<file path="config.mk">
export PLATFORM = sky130hd
export DESIGN_NAME = fft_peak_detect
export DESIGN_NICKNAME = d
export VERILOG_FILES = /design/src/rtl/fft_pkg.sv /design/src/rtl/fft_cplx_mag.sv /design/src/rtl/fft_peak_detect.sv
export SDC_FILE = /design/constraint.sdc
export NUM_CORES = 1
export LEC_CHECK = 0
export ABC_AREA = 1
export BUFFER_PORTS_ARGS = -buffer_cell sky130_fd_sc_hd__buf_2
export CAP_MARGIN = 20
export CORE_MARGIN = 4
export CORE_UTILIZATION = 50
export DETAILED_ROUTE_END_ITERATION = 8
export HOLD_SLACK_MARGIN = 0.02
export PLACE_DENSITY = 0.7
export SLEW_MARGIN = 30
export SYNTH_ARGS = -nofsm -noshare
export SYNTH_HDL_FRONTEND = slang
export SYNTH_SLANG_ARGS = --single-unit
</file>
<file path="constraint.sdc">
create_clock -name i_clk -period 8.58 [get_ports i_clk]
set_input_delay 0.429 -clock i_clk [delete_from_list [all_inputs] [get_ports i_clk]]
set_output_delay 0.429 -clock i_clk [all_outputs]
set_load 0.1 [all_outputs]
</file>
<file path="src/rtl/fft_pkg.sv">
// Shared definitions for the FFT peak detector.
// Contents: default transform size and output width, magnitude/bin types, detector states.
package fft_pkg;

  localparam int unsigned DEF_LGN    = 12;
  localparam int unsigned DEF_N      = 1 << DEF_LGN;
  localparam int unsigned DEF_OWIDTH = 19;

  // |re|+|im| of two DEF_OWIDTH-bit signed components needs one extra bit
  typedef logic [DEF_OWIDTH:0]  mag_t;
  typedef logic [DEF_LGN-1:0]   bin_t;

  typedef enum logic [0:0] {
    StIdle,
    StRun
  } state_t;

endpackage

</file>
<file path="src/rtl/fft_cplx_mag.sv">
// Complex magnitude approximation |re|+|im|, combinational, full precision.
// Ports:
//   i_cplx  {re, im}, each OWIDTH-bit two's complement
//   o_mag   unsigned |re|+|im|, OWIDTH+1 bits
module fft_cplx_mag
  import fft_pkg::*;
#(
  parameter int unsigned OWIDTH = DEF_OWIDTH
) (
  input  logic [2*OWIDTH-1:0] i_cplx,
  output logic [OWIDTH:0]     o_mag
);

  logic [OWIDTH-1:0] w_re;
  logic [OWIDTH-1:0] w_im;
  logic [OWIDTH-1:0] w_re_abs;
  logic [OWIDTH-1:0] w_im_abs;

  assign w_re = i_cplx[2*OWIDTH-1:OWIDTH];
  assign w_im = i_cplx[OWIDTH-1:0];

  // Read as unsigned, the negation of the most negative value is exactly 2^(OWIDTH-1)
  assign w_re_abs = w_re[OWIDTH-1] ? -w_re : w_re;
  assign w_im_abs = w_im[OWIDTH-1] ? -w_im : w_im;

  assign o_mag = {1'b0, w_re_abs} + {1'b0, w_im_abs};

endmodule

</file>
<file path="src/rtl/fft_peak_detect.sv">
// Finds the bin with the largest |re|+|im| in each FFT frame delivered as
// even/odd bin pairs, and reports it with a one-cycle strobe.
// Ports:
//   i_clk, i_reset (async, active-high), i_clk_enable (qualifies all updates)
//   i_sync          marks the pair carrying bins 0 and 1
//   i_left/i_right  {re, im} of the even/odd bin
//   o_valid         result strobe; o_peak_bin/o_peak_mag hold between strobes
//   o_resync        strobe when i_sync aborts a partial frame
// Build option: define FFT_PEAK_DC_SKIP_EN to exclude bin 0 from the search.
// Internal widths come from fft_pkg types, so LGN/OWIDTH must match its defaults.
module fft_peak_detect
  import fft_pkg::*;
#(
  parameter int unsigned LGN    = DEF_LGN,
  parameter int unsigned OWIDTH = DEF_OWIDTH
) (
  input  logic                i_clk,
  input  logic                i_reset,
  input  logic                i_clk_enable,
  input  logic                i_sync,
  input  logic [2*OWIDTH-1:0] i_left,
  input  logic [2*OWIDTH-1:0] i_right,
  output logic                o_valid,
  output logic [LGN-1:0]      o_peak_bin,
  output logic [OWIDTH:0]     o_peak_mag,
  output logic                o_resync
);

`ifdef FFT_PEAK_DC_SKIP_EN
  localparam logic DcSkip = 1'b1;
`else
  localparam logic DcSkip = 1'b0;
`endif

  localparam logic [LGN-2:0] LastPair = '1;
  localparam logic [LGN-2:0] PairOne  = {{(LGN-2){1'b0}}, 1'b1};

  state_t         r_state;
  state_t         w_state_next;
  logic [LGN-2:0] r_count;

  logic           w_accept;
  logic [LGN-2:0] w_pair;
  logic           w_last;
  logic           w_resync;
  mag_t           w_mag_l;
  mag_t           w_mag_r;

  // Stage 1
  logic           r_s1_valid;
  logic           r_s1_last;
  logic [LGN-2:0] r_s1_pair;
  mag_t           r_s1_mag_l;
  mag_t           r_s1_mag_r;

  // Stage 2
  logic           r_s2_done;
  bin_t           r_max_bin;
  mag_t           r_max_mag;

  logic           w_take_right;
  mag_t           w_cand_mag;
  bin_t           w_cand_bin;
  logic           w_update;

  fft_cplx_mag #(.OWIDTH(OWIDTH)) u_mag_left (
    .i_cplx (i_left),
    .o_mag  (w_mag_l)
  );

  fft_cplx_mag #(.OWIDTH(OWIDTH)) u_mag_right (
    .i_cplx (i_right),
    .o_mag  (w_mag_r)
  );

  // A sync always restarts at pair 0, whatever state we were in
  assign w_accept = i_sync | (r_state == StRun);
  assign w_pair   = i_sync ? '0 : r_count;
  assign w_last   = (w_pair == LastPair);
  assign w_resync = i_sync & (r_state == StRun) & (r_count != '0);

  always_comb begin
    w_state_next = r_state;
    if (i_clk_enable && w_accept) begin
      w_state_next = w_last ? StIdle : StRun;
    end
  end

  always_ff @(posedge i_clk or posedge i_reset) begin
    if (i_reset) begin
      r_state <= StIdle;
    end else begin
      r_state <= w_state_next;
    end
  end

  always_ff @(posedge i_clk or posedge i_reset) begin
    if (i_reset) begin
      r_count    <= '0;
      r_s1_valid <= 1'b0;
      r_s1_last  <= 1'b0;
      r_s1_pair  <= '0;
      r_s1_mag_l <= '0;
      r_s1_mag_r <= '0;
    end else if (i_clk_enable) begin
      r_s1_valid <= w_accept;
      if (w_accept) begin
        // Wraps to 0 after the last pair, ready for the next frame
        r_count    <= w_pair + PairOne;
        r_s1_last  <= w_last;
        r_s1_pair  <= w_pair;
        r_s1_mag_l <= w_mag_l;
        r_s1_mag_r <= w_mag_r;
      end
    end
  end

  // Left wins a tie, so the lower bin is kept
  assign w_take_right = (DcSkip && (r_s1_pair == '0)) ? 1'b1 : (r_s1_mag_r > r_s1_mag_l);
  assign w_cand_mag   = w_take_right ? r_s1_mag_r : r_s1_mag_l;
  assign w_cand_bin   = {r_s1_pair, w_take_right};
  // Pair 0 seeds the running max, which also discards any aborted partial frame
  assign w_update     = (r_s1_pair == '0) || (w_cand_mag > r_max_mag);

  always_ff @(posedge i_clk or posedge i_reset) begin
    if (i_reset) begin
      r_s2_done <= 1'b0;
      r_max_bin <= '0;
      r_max_mag <= '0;
    end else if (i_clk_enable) begin
      r_s2_done <= r_s1_valid & r_s1_last;
      if (r_s1_valid && w_update) begin
        r_max_bin <= w_cand_bin;
        r_max_mag <= w_cand_mag;
      end
    end
  end

  // Strobes clear on every edge; results only move on enabled edges
  always_ff @(posedge i_clk or posedge i_reset) begin
    if (i_reset) begin
      o_valid    <= 1'b0;
      o_resync   <= 1'b0;
      o_peak_bin <= '0;
      o_peak_mag <= '0;
    end else begin
      o_valid  <= 1'b0;
      o_resync <= 1'b0;
      if (i_clk_enable) begin
        o_resync <= w_resync;
        if (r_s2_done) begin
          o_valid    <= 1'b1;
          o_peak_bin <= r_max_bin;
          o_peak_mag <= r_max_mag;
        end
      end
    end
  end

endmodule

</file>
==> impl_metrics.yaml <==
yosys:
  yosys_warnings: 0
  synth_nets: 1650
  synth_cells: 1485
  synth_area_leader_cell: "dfrtp_1"
  yosysMostFrequentCell: "nand2_1"
  synth_top_area_share: 0.323
  synthFlopType: "dfrtp_1"
  syn_area_um2: 10200
  async_flop_share: 1.00
  synth_area_leaders: "dfrtp_1, nand2_1, ha_1"
  synth-edff-count: 0
  avgSynthCellArea_um2: 6.89
  ys_types: 38
  synthTopCellsByCount: "nand2_1, inv_1, dfrtp_1, nand3_1, nor2_1"
  synth-seq-area-share: 0.323
  synth_seq_cells: 132
run_status:
  status: "finished, final reports clean"
power_and_ir_drop:
  ir_drop_uv: 161
  power.switching_mw: 1.67
  p_per_area_nw_per_um2: 290
  p_clk_frac: 0.203
  p_int_mw: 1.67
  leakagePower_nw: 6.32
  swShare: 0.499
  pwr-share-comb: 0.518
  p_seq_frac: 0.280
clock_tree:
  cts_tree: "done"
  clock_latency_ps: 420
  htreeDepth: 4
  cts_resized: 0
  ctsHoldBuffers: 0
  numCtsBuffers: 17
  clk_pin_slew_ps: 60
  cts_sinks: 132
  root_buffer: "clkbuf_16"
  post_cts_buffers: 0
  ctsLongestPathBuffers: 2
grt:
  grt_usage: 0.230
  grt_pass1_wl_um: 42600
  first_global_vias: 8822
  grt-ovfl-total: 0
  grt_max_degree: 77
  antenna_found_initial: 0
detailed_routing:
  drt-initial-drc-count: 499
  wl_per_cell_um: 13.5
  vias: 9551
  drc_errors: 0
  ant_nets: 0
  drt_pre_antenna_iters: 5
  wl_um: 25300
  via_per_inst: 5.12
timing:
  rsz0062_at_grt: "false"
  clock.fmax_mhz: 234
  tightest_slew_ps: 888
  hold_viol: 0
  slew_headroom: 0.408
  period_needed_ps: 4270
  fin_ws_ps: 4310
  min_period_over_period: 0.498
  maxSlewViolCount: 0
  setup_viol: 0
  finalSetupTns_ps: 0
  fin_skew_ps: 12.1
  timing.hold.ws_ps: 125
finish:
  final_nets: 1748
  fillers: 2021
  n_antenna_cell: 0
  area_delta_synth_final_pct: 12.5
  layout-drive-gt1-share: 0.110
worst_setup_path:
  critPathKind: "reg2reg"
  startpoint: "r_s1_mag_l[18]"
  crit_top_cell: "nand2_1"
  crit_arrival_ps: 4580
  crit_required_ps: 8880
  crit_path_max_fanout: 32
  slowest_delay_ps: 530
  rr_startpoint: "r_s1_mag_l[18]"
  cpMaxStageDelayCell: "nand2_2"
  cp-start-kind: "register"
  cp_cell_sequence: "inv_1 > ha_1 > nand2_1 > nor2_1 > nand2_1 > nor2_2 > nand4_2 > nand2_2 > nand2_1 > nand2_1 > ha_1 > nand2_1 > inv_1 > nand3_1 > nor2_2 > nand3_1 > nand3_1 > nand2_1 > nand2_2 > nand2_2 > nand2_1 > nand2_1"
  critPathCaptureType: "register"
placement:
  dp_hpwl_um: 20000
  place_ws_ps: 4390
  gp_congestion: 0.902
  port_buffers: 113
floorplanning:
  rows: 52
  die_h_um: 151
  fp.coreArea_um2: 20200
  dieArea_um2: 22800
  initial_core_util: 0.508
  ios: 114
  die_w_um: 151
run:
  drv_cap: 0
worst_hold_path:
  hp-class: "in2async"
## critical path, delay by kind of cell, from the launching register on
family	cells	cell delay, ps
simple gates	18	3160
flops	1	380
buf+inv	2	130
fa+ha+maj	2	460
## kinds of logic (layout without fill, tap and decap cells)
logic type,count (synthesis),after routing,share of synthesized area
AOI/OAI and AO/OA,178,178,0.0934
xor gates and xnor gates,76,76,0.0650
adders and majority gates,85,85,0.105
buffers and inverters,238,348,0.0941
and+or+nand+nor,776,776,0.320
DFF,132,132,0.323
## registers in the layout, indices dropped and copies added, names as in the netlist
signal,flops
o_peak_bin,12
r_max_mag,20
r_s1_mag_l,20
o_valid,1
r_count,11
r_state,1
r_s1_last,1
r_s1_valid,1
r_s1_mag_r,20
r_s1_pair,11
r_s2_done,1
o_resync,1
o_peak_mag,20
r_max_bin,12
## metrics by stage
stage               power [mW]  std cells  utilization  instance area [um2]
global placement          2.63       1834        0.544                11000
CTS                       3.35       1865        0.571                11500
global route              3.62       1865        0.571                11500
floorplan                 2.30       1485            -                10200
finish                    3.34       1865        0.571                11500
detailed placement        2.66       1834        0.544                11000
## layout make-up
cell class / count / area (um2) / share of cell area
tap: 270 / 338 / 0.0293
clock inverter: 12 / 98.8 / 0.00858
multi-input combinational: 1115 / 5970 / 0.519
timing repair buffer: 117 / 599 / 0.0520
clock buffer: 19 / 453 / 0.0393
sequential: 132 / 3300 / 0.287
inverter: 200 / 753 / 0.0654
## layer usage
layer / GRT usage / up-vias / part of all wire / wire (um)
met1: 0.335 / 4304 / 0.49 / 12400
met3: 0.0305 / 28 / 0.054 / 1370
met5: 0 / - / 0 / 0
met4: 0.0617 / 0 / 0.017 / 421
li1: - / 4967 / - / -
met2: 0.361 / 252 / 0.44 / 11100
## layout by cell type, fill, tap and decap left out, types with 7 or more instances in the layout
master / count
o21ai_0: 83
nor4_1: 12
a21oi_1: 67
inv_1: 199
buf_2: 113
xnor2_1: 25
nand3b_1: 7
dfrtp_1: 132
nor3_1: 14
nor2_1: 99
xor2_1: 51
ha_1: 83
nand4_1: 20
clkbuf_16: 17
nand3_1: 106
a31oi_1: 8
nand2_1: 493
## final timing paths
path                                 end  slack, ps  cells after the start
min                        o_peak_bin[3]        130                      2
max in group asynchronous     r_count[0]       7320                      3
min in group i_clk            r_s1_valid        290                      2
max                         r_max_mag[2]       4310                     22
max reg2reg                 r_max_mag[2]       4310                     22
min reg2reg                 r_max_bin[6]        470                      2
## power by group through the flow
stage	clock network, mW	registers (mW)	logic, mW
finish	0.676	0.934	1.73
global route	0.715	0.955	1.95
CTS	0.686	0.934	1.73
detailed placement	0	0.944	1.72
global placement	0	0.943	1.69
floorplan	0	1.30	1.00
No activity file was read; power rests on OpenSTA's default activity.
